$ cat src/rtl/exp_ctrl.sv
// Experiment sequencer: primes the rng -> div_3 -> sum_3 datapath, accumulates
// TRIALS samples per experiment and reports sum/mean/index for NUM_EXP experiments.
module exp_ctrl #(
    parameter int DATA_W   = 8,
    parameter int TRIALS   = 16,
    parameter int NUM_EXP  = 11,
    parameter int PIPE_LAT = 3,
    parameter int ACC_W    = 12
) (
    input  logic                        clk,
    input  logic                        rst,
    input  logic                        start,
    input  logic [DATA_W-1:0]           sum_val,
    output logic                        rng_en,
    output logic                        busy,
    output logic                        exp_valid,
    output logic [3:0]                  exp_idx,
    output logic [ACC_W-1:0]            exp_sum,
    output logic [DATA_W-1:0]           exp_mean,
    output logic [$clog2(TRIALS):0]     trial_cnt,
    output logic                        done,
    output logic [2:0]                  state_dbg
);

    localparam int LOG_T = $clog2(TRIALS);
    localparam int PW    = (PIPE_LAT > 1) ? $clog2(PIPE_LAT) : 1;

    generate
        if (ACC_W < DATA_W + LOG_T) begin : g_acc_too_narrow
            $error("exp_ctrl: ACC_W must be at least DATA_W + log2(TRIALS)");
        end
        if ((1 << LOG_T) != TRIALS || TRIALS < 2) begin : g_trials_bad
            $error("exp_ctrl: TRIALS must be a power of two and at least 2");
        end
        if (NUM_EXP < 1 || NUM_EXP > 16) begin : g_num_exp_bad
            $error("exp_ctrl: NUM_EXP must be in 1..16");
        end
        if (PIPE_LAT < 1) begin : g_pipe_lat_bad
            $error("exp_ctrl: PIPE_LAT must be at least 1");
        end
    endgenerate

    typedef enum logic [2:0] {
        S_IDLE  = 3'd0,
        S_PRIME = 3'd1,
        S_RUN   = 3'd2,
        S_EMIT  = 3'd3,
        S_DONE  = 3'd4
    } state_t;

    state_t                state_q, state_d;
    logic                  start_q;
    logic                  armed_q;
    logic [PW-1:0]         prime_q;
    logic [ACC_W-1:0]      acc_q;
    logic [3:0]            idx_q;
    logic                  start_rise;
    logic                  last_trial;
    logic                  last_exp;

    // armed_q blocks a start that is already high when reset releases from
    // being mistaken for a rising edge.
    assign start_rise = start & ~start_q & armed_q;
    assign last_trial = (trial_cnt == ($clog2(TRIALS)+1)'(TRIALS - 1));
    assign last_exp   = (idx_q == 4'(NUM_EXP - 1));

    // exp_valid is a bare one-cycle strobe with no ready: consumers must
    // capture exp_idx/exp_sum/exp_mean in the cycle it is high.
    assign busy      = (state_q == S_PRIME) || (state_q == S_RUN) || (state_q == S_EMIT);
    assign rng_en    = busy;
    assign done      = (state_q == S_DONE);
    assign state_dbg = state_q;

    always_comb begin
        state_d = state_q;
        case (state_q)
            S_IDLE:  if (start_rise) state_d = S_PRIME;
            S_PRIME: begin
                if (!start)                             state_d = S_IDLE;
                else if (prime_q == PW'(PIPE_LAT - 1))  state_d = S_RUN;
            end
            S_RUN: begin
                if (!start)          state_d = S_IDLE;
                else if (last_trial) state_d = S_EMIT;
            end
            S_EMIT: begin
                if (!start)        state_d = S_IDLE;
                else if (last_exp) state_d = S_DONE;
                else               state_d = S_RUN;
            end
            S_DONE:  if (!start) state_d = S_IDLE;
            default: state_d = S_IDLE;
        endcase
    end

    always_ff @(posedge clk) begin
        if (rst) begin
            state_q   <= S_IDLE;
            start_q   <= 1'b0;
            armed_q   <= 1'b0;
            prime_q   <= '0;
            acc_q     <= '0;
            idx_q     <= '0;
            trial_cnt <= '0;
            exp_valid <= 1'b0;
            exp_idx   <= '0;
            exp_sum   <= '0;
            exp_mean  <= '0;
        end else begin
            state_q   <= state_d;
            start_q   <= start;
            if (!start) armed_q <= 1'b1;
            exp_valid <= 1'b0;
            prime_q   <= (state_q == S_PRIME) ? prime_q + 1'b1 : '0;

            case (state_q)
                S_IDLE: begin
                    acc_q     <= '0;
                    trial_cnt <= '0;
                    if (start_rise) idx_q <= '0;
                end
                S_RUN: begin
                    if (start) begin
                        acc_q     <= acc_q + ACC_W'(sum_val);
                        trial_cnt <= trial_cnt + 1'b1;
                    end else begin
                        acc_q     <= '0;
                        trial_cnt <= '0;
                    end
                end
                S_EMIT: begin
                    // The sample presented during EMIT is intentionally dropped.
                    acc_q     <= '0;
                    trial_cnt <= '0;
                    if (start) begin
                        exp_sum   <= acc_q;
                        exp_mean  <= DATA_W'(acc_q >> LOG_T);
                        exp_idx   <= idx_q;
                        exp_valid <= 1'b1;
                        if (!last_exp) idx_q <= idx_q + 4'd1;
                    end
                end
                default: ;
            endcase
        end
    end

endmodule

$ cat config.mk
export PLATFORM = sky130hd
export DESIGN_NAME = exp_ctrl
export DESIGN_NICKNAME = d
export VERILOG_FILES = /design/src/rtl/exp_ctrl.sv
export SDC_FILE = /design/constraint.sdc
export NUM_CORES = 1
export LEC_CHECK = 0
export ABC_AREA = 1
export BUFFER_PORTS_ARGS = -buffer_cell sky130_fd_sc_hd__clkbuf_2
export CAP_MARGIN = 0
export CORE_ASPECT_RATIO = 0.9
export CORE_MARGIN = 3
export CORE_UTILIZATION = 32
export DETAILED_ROUTE_END_ITERATION = 8
export PLACE_DENSITY = 0.52
export SETUP_SLACK_MARGIN = 0.5
export SYNTH_ARGS = -nofsm -noshare
export SYNTH_HDL_FRONTEND = slang
export SYNTH_SLANG_ARGS = --single-unit
$ cat constraint.sdc
create_clock -name clk -period 4.6 [get_ports clk]
set_input_delay 0.46 -clock clk [delete_from_list [all_inputs] [get_ports clk]]
set_output_delay 0.46 -clock clk [all_outputs]
set_load 0.05 [all_outputs]
## Yosys cells after proc, flatten, opt, wreduce, memory -nomap -nowiden

Cells that the tools add are included.

| storage, ports and cells | value |
|---|---|
| bits in registers | 53 |
| input bits | 11 |
| output and inout port bits | 36 |
| logic and storage cells | 62 |

| operators by class | value |
|---|---|
| $add $sub $neg | 4 |
| eq/ne operators | 13 |
| mux-type cells | 18 |
| bitwise logic cells | 5 |
| reduce and logical (&&, ||, !) cells | 11 |

Operators by type and width:

| operator | count |
|---|---|
| 3-bit 2-to-1 mux | 8 |
| 12-bit one-hot mux with 2 select lines | 1 |
| 3-bit one-hot mux with 5 select lines | 1 |
| 12-bit by 8-bit adder with 12-bit output | 1 |
| 12-bit 2-to-1 mux | 1 |
| 4-bit 2-to-1 mux | 3 |
| 5-bit one-hot mux with 2 select lines | 1 |
| 2-bit != test (second input constant) | 4 |
| 4-bit one-hot mux with 2 select lines | 1 |
| 4-bit AND reduction | 2 |
| 3-bit by 2-bit equality test with 1-bit output (second input constant) | 2 |
| 3-bit != test (second input constant) | 2 |
| 2-bit OR reduction | 3 |
| 5-bit by 1-bit adder with 5-bit output (second input constant) | 1 |
| 5-bit by 4-bit equality test with 1-bit output (second input constant) | 1 |
| 5-bit 2-to-1 mux | 1 |
| 4-bit by 1-bit adder with 4-bit output (second input constant) | 1 |
| 4-bit equality test (second input constant) | 1 |
| 2-bit nonzero test | 2 |
| 3-bit by 1-bit equality test with 1-bit output (second input constant) | 1 |
| 3-bit equality test (second input constant) | 1 |
| 3-bit zero test | 1 |
| 1-bit inverter | 3 |
| 2-bit by 1-bit adder with 2-bit output (second input constant) | 1 |
| other kinds (5) | 7 |

## Longest topological paths before layout

| depth | value |
|---|---|
| word-level depth | 5 |
| mapped depth | 11 |
| mapped depth without buffers | 11 |

## Least setup slack after synthesis

Ideal clock, no wire load.

| path | value |
|---|---|
| path type | register to output |
| start point | register state_q[0] (netlist: state_dbg[0]) |
| end point | output port rng_en |
| data arrival time | 1891 ps |
| data required time | 4140 ps |
| setup slack | 2249 ps |
| cell stages (with the launch flop) | 4 |
| buffers on the path | 1 |
| cell sequence | dfxtp_1 nor2_2 nor2_1 buf_4 |

| on the way | value |
|---|---|
| cells in the longest elaborated chain, start to end | 3 |
| elaborated cells on any way between the ends | 5 |
| those cells by class | eq/ne: 3; reduce/logical: 2 |

Ends and longest elaborated chain:

| element | line | source |
|---|---|---|
| from (decl) | 51 | `state_t state_q, state_d;` |
| from (signal assigned) | 110 | `state_q <= state_d;` |
| 3-bit by 1-bit equality test with 1-bit output / 3-bit by 2-bit equality test with 1-bit output (equally long branches) | 69 | `assign busy = (state_q == S_PRIME) \|\| (state_q == S_RUN) \|\| (state_q == S_EMIT);` |
| 1-bit logical OR | 69 |  |
| 1-bit logical OR (*) | 69 |  |
| to (decl) | 14 | `output logic rng_en,` |

Every way passes the cells marked *; elsewhere a longest branch is shown, timed or not.

## Worst setup path after layout

| path | value |
|---|---|
| start point | register acc_q[0] |
| end point | register acc_q[8] |

| on the way | value |
|---|---|
| cells in the longest elaborated chain, start to end | 3 |

Ends and longest elaborated chain:

| element | line | source |
|---|---|---|
| from (decl) | 55 | `logic [ACC_W-1:0] acc_q;` |
| from (signal assigned) | 124 | `acc_q <= acc_q + ACC_W'(sum_val);` |
| 12-bit by 8-bit adder with 12-bit output | 124 |  |
| 12-bit 2-to-1 mux | 123 | `if (start) begin` |
| 12-bit one-hot mux with 2 select lines | 116 | `case (state_q)` |

No other way between the ends.
A chain may end at the register's enable or synchronous reset.

==> run_summary.xml <==
<?xml version="1.0" encoding="UTF-8"?>
<metrics>
  <group name="global_routing">
    <metric name="grt_pass1_vias" unit="">2096</metric>
    <metric name="grt_first_pass_wirelength" unit="mm">9.87</metric>
    <metric name="grt_start_max_net_pins" unit="">37</metric>
    <metric name="global_route.overflow_total" unit="">0</metric>
    <metric name="antenna_found_initial" unit="">0</metric>
    <metric name="globalRouteTotalUtil" unit="">0.140</metric>
  </group>
  <group name="route">
    <metric name="dr.pass1.iters" unit="">4</metric>
    <metric name="total_via_count_in_the_routed_design" unit="">2164</metric>
    <metric name="antenna_violation_net_count_after_detailed_routing" unit="">0</metric>
    <metric name="vias_per_cell" unit="">4.55</metric>
    <metric name="drc" unit="">0</metric>
    <metric name="wire_per_inst" unit="um">11.9</metric>
    <metric name="drt_first_iter_violations" unit="">89</metric>
    <metric name="detail_route.wirelength" unit="mm">5.65</metric>
  </group>
  <group name="setup_path">
    <metric name="critical_path.most_common_cell" unit="">nand2_1</metric>
    <metric name="critical_path.max_stage_delay" unit="ns">0.43</metric>
    <metric name="worst_path_max_delay_cell" unit="">fa_1</metric>
    <metric name="regToRegEndpoint" unit="">acc_q[8]$_SDFFE_PP0P_</metric>
    <metric name="critical_path_peak_fanout" unit="">4</metric>
    <metric name="crit_chain" unit="">ha_1 &gt; fa_1 &gt; nand2_1 &gt; inv_1 &gt; nand2_1 &gt; nand3_1 &gt; nand2_1 &gt; nand2_1 &gt; nand2_1 &gt; nand3_1 &gt; a21oi_1</metric>
    <metric name="regToRegStartpoint" unit="">acc_q[0]$_SDFFE_PP0P_</metric>
    <metric name="required" unit="ns">4.82</metric>
    <metric name="cp_endpoint_kind" unit="">flip-flop</metric>
    <metric name="r2r_setup_slack" unit="ns">2.80</metric>
    <metric name="startpoint_type" unit="">flip-flop</metric>
    <metric name="reg2regPathDepth" unit="">11</metric>
    <metric name="worst_ep_arrival_time" unit="ns">2.02</metric>
    <metric name="criticalPathCategory" unit="">reg2reg</metric>
  </group>
  <group name="sta">
    <metric name="worst_slew_pin_slew" unit="ns">0.794</metric>
    <metric name="worst_clock_skew" unit="ns">0.0123</metric>
    <metric name="layout_worst_path_cycle_share" unit="">0.391</metric>
    <metric name="finalSetupTns" unit="ns">0</metric>
    <metric name="layout_min_cycle_time" unit="ns">1.80</metric>
    <metric name="max_freq" unit="GHz">0.556</metric>
    <metric name="setup-violations-final" unit="">0</metric>
    <metric name="relSlewSlack" unit="">0.471</metric>
    <metric name="fin_hold_ws" unit="ns">0.423</metric>
    <metric name="report.final.hold_viol_count" unit="">0</metric>
    <metric name="grt_setup_unrepaired" unit="">no</metric>
    <metric name="slew_viol_final" unit="">0</metric>
  </group>
  <group name="floorplanning">
    <metric name="core.rowCount" unit="">29</metric>
    <metric name="fp.dieW" unit="um">98.0</metric>
    <metric name="top_level_ports" unit="">47</metric>
    <metric name="die-height" unit="um">88.8</metric>
    <metric name="full_die_area" unit="um2">8710</metric>
    <metric name="floorplan.core_area" unit="um2">7220</metric>
    <metric name="starting_density_of_the_core" unit="">0.338</metric>
  </group>
  <group name="yosys">
    <metric name="synth_flop_cell" unit="">dfxtp_1</metric>
    <metric name="synth_sequential_area_ratio" unit="">0.369</metric>
    <metric name="yosys.cell_count.top_type" unit="">nand2_1</metric>
    <metric name="number_of_flops_mapped_to_enable_cells_by_yosys" unit="">0</metric>
    <metric name="synthCells" unit="">348</metric>
    <metric name="yosysTopAreaCell" unit="">dfxtp_1</metric>
    <metric name="synthDistinctLibCells" unit="">31</metric>
    <metric name="synth_nets" unit="">373</metric>
    <metric name="synth_seq_cells" unit="">45</metric>
    <metric name="synth-warning-count" unit="">0</metric>
    <metric name="synth_area_leaders" unit="">dfxtp_1 37%, nand2_1 17%, a21oi_1 7.8%</metric>
    <metric name="total_standard_cell_area_after_synthesis" unit="um2">2440</metric>
    <metric name="synth_common_cells" unit="">111 x nand2_1, 45 x dfxtp_1, 38 x a21oi_1</metric>
    <metric name="synth_largest_type_area_fraction" unit="">0.369</metric>
    <metric name="synth_area_per_cell" unit="um2">7.01</metric>
    <metric name="synth_async_sr_flop_share" unit="">0</metric>
  </group>
  <group name="worst_hold_path">
    <metric name="hold_path_class" unit="">reg2reg</metric>
    <metric name="whs_endpoint" unit="">prime_q[0]$_SDFF_PP0_</metric>
    <metric name="hold-path-cell-count" unit="">1</metric>
    <metric name="hp-start" unit="">prime_q[0]$_SDFF_PP0_</metric>
  </group>
  <group name="cts">
    <metric name="clock_tree.root_cell" unit="">clkbuf_8</metric>
    <metric name="tritoncts" unit="">done</metric>
    <metric name="tritoncts.num_buffers" unit="">5</metric>
    <metric name="clkLatencyLatePin" unit="ns">0.30</metric>
    <metric name="clk_pin_slew_worst_paths" unit="ns">0.10</metric>
    <metric name="cts.hold.buffers_added" unit="">0</metric>
    <metric name="clock_tree.htree_level_count" unit="">2</metric>
    <metric name="clock_sink_count" unit="">45</metric>
    <metric name="post_cts.resized_instances" unit="">0</metric>
    <metric name="clock_path_buffers" unit="">2</metric>
    <metric name="buffers_inserted_by_post_cts_timing_repair" unit="">0</metric>
  </group>
  <group name="power_and_ir_drop">
    <metric name="power-per-cell-area" unit="nW/um2">430</metric>
    <metric name="power.share.combinational" unit="">0.336</metric>
    <metric name="p_clk_frac" unit="">0.299</metric>
    <metric name="switching_share" unit="">0.384</metric>
    <metric name="power_leakage" unit="nW">1.24</metric>
    <metric name="p_int" unit="W">0.000741</metric>
    <metric name="p_seq_frac" unit="">0.365</metric>
    <metric name="power.net_switching" unit="W">0.000462</metric>
    <metric name="peakVddDrop" unit="V">0.000230</metric>
  </group>
  <group name="final_layout">
    <metric name="area.growth.synth_to_final" unit="%">14.6</metric>
    <metric name="layout-drive-gt1-share" unit="">0.193</metric>
    <metric name="finalInstanceArea" unit="um2">2790</metric>
    <metric name="design.final.nets" unit="">407</metric>
    <metric name="antenna_cells" unit="">0</metric>
    <metric name="non_filler_instance_count_after_layout" unit="">476</metric>
  </group>
  <group name="place">
    <metric name="numPlacedInstances" unit="">468</metric>
    <metric name="detailed_place.area" unit="um2">2660</metric>
    <metric name="detailed_placer_s_ending_hpwl" unit="mm">4.19</metric>
    <metric name="routabilityCongestion" unit="">0.857</metric>
    <metric name="buffer_ports.inserted" unit="">46</metric>
  </group>
  <group name="run_status">
    <metric name="run_status" unit="">finished clean</metric>
  </group>
  <group name="job">
    <metric name="maxCapViolCount" unit="">0</metric>
  </group>
</metrics>
==> layout by cell type (no fill, tap or decap) <==
cell type,instances
ha_1,13
a21oi_2,3
nand3b_1,3
nor2_2,1
clkbuf_8,5
dfxtp_1,45
nand3_4,1
a21o_1,2
nand3_1,20
o22ai_1,1
inv_2,6
nor2_8,1
o21ai_1,4
bufinv_16,2
nor2_1,30
clkbuf_2,46
o21ai_0,8
inv_6,1
nand2_2,4
xor2_1,1
nor2_4,3
a21oi_1,38
xnor2_1,1
nand4_1,1
nand3_2,1
nor3_1,4
fa_1,1
inv_1,26
nand2_1,111
==> power groups by stage <==
stage                     Combinational, W  Clock [W]  Sequential, W
after global routing              0.000452   0.000383       0.000444
after global placement            0.000407          0       0.000448
final                             0.000404   0.000360       0.000439
after detailed placement          0.000408          0       0.000448
after floorplan                   0.000309          0       0.000481
after CTS                         0.000409   0.000374       0.000439
==> critical path, delay by kind of cell (launching register included) <==
kind                     cells  cell delay [ns]
flip-flops                   1             0.34
AND/OR/NAND/NOR              7             0.54
buffers and inverters        1             0.05
AO/OA/AOI/OAI                1             0.13
adder cells (fa/ha/maj)      2             0.66
==> routing by layer <==
| layer | track usage | wire [um] |
|---|---|---|
| met4 | 0.0189 | 11 |
| met2 | 0.222 | 2370 |
| met3 | 0.0441 | 316 |
| met5 | 0 | 0 |
| met1 | 0.191 | 2960 |
==> cell families after synthesis <==
logic type,count (synthesis),synth area share
flip-flops,45,0.369
AND/OR/NAND/NOR,180,0.324
buffers and inverters,51,0.102
XOR/XNOR,2,0.00718
AO/OA/AOI/OAI,56,0.122
adder cells (fa/ha/maj),14,0.0749
==> area by class of cell <==
class,instances,area (um2)
clock buffers,5,68.8
inverters,32,120
multi-input cells,252,1290
fillers,784,4430
repair buffers,46,230
well taps,93,116
flip-flops and latches,45,901
clock inverters,3,68.8
==> flip-flops by register name, summed over array words and instances (netlist names) <==
| signal | count |
|---|---|
| acc_q | 12 |
| idx_q | 4 |
| exp_sum | 12 |
| state_dbg | 3 |
| prime_q | 2 |
| trial_cnt | 5 |
| armed_q | 1 |
| start_q | 1 |
| exp_valid | 1 |
| exp_idx | 4 |
==> worst max path at each step <==
stage	slack, ns	endpoint	from
2_1_floorplan	2.25	rng_en	state_dbg[0]$_SDFFE_PP0P_
3_3_place_gp	2.62	acc_q[6]$_SDFFE_PP0P_	sum_val[0]
3_5_place_dp	2.57	acc_q[6]$_SDFFE_PP0P_	sum_val[0]
4_1_cts	2.80	rng_en	state_dbg[0]$_SDFFE_PP0P_
5_1_grt	2.52	acc_q[8]$_SDFFE_PP0P_	acc_q[0]$_SDFFE_PP0P_
6_report	2.80	acc_q[8]$_SDFFE_PP0P_	acc_q[0]$_SDFFE_PP0P_
==> metrics by stage <==
step	setup WS [ns]	util	total power [W]
6_report	2.80	0.387	0.00120
5_1_grt	2.52	0.387	0.00128
4_1_cts	2.80	0.387	0.00122
3_5_place_dp	2.57	0.368	0.000856
3_3_place_gp	2.62	0.368	0.000856
2_1_floorplan	2.25	-	0.000790
Power figures use the tool's default switching activity.
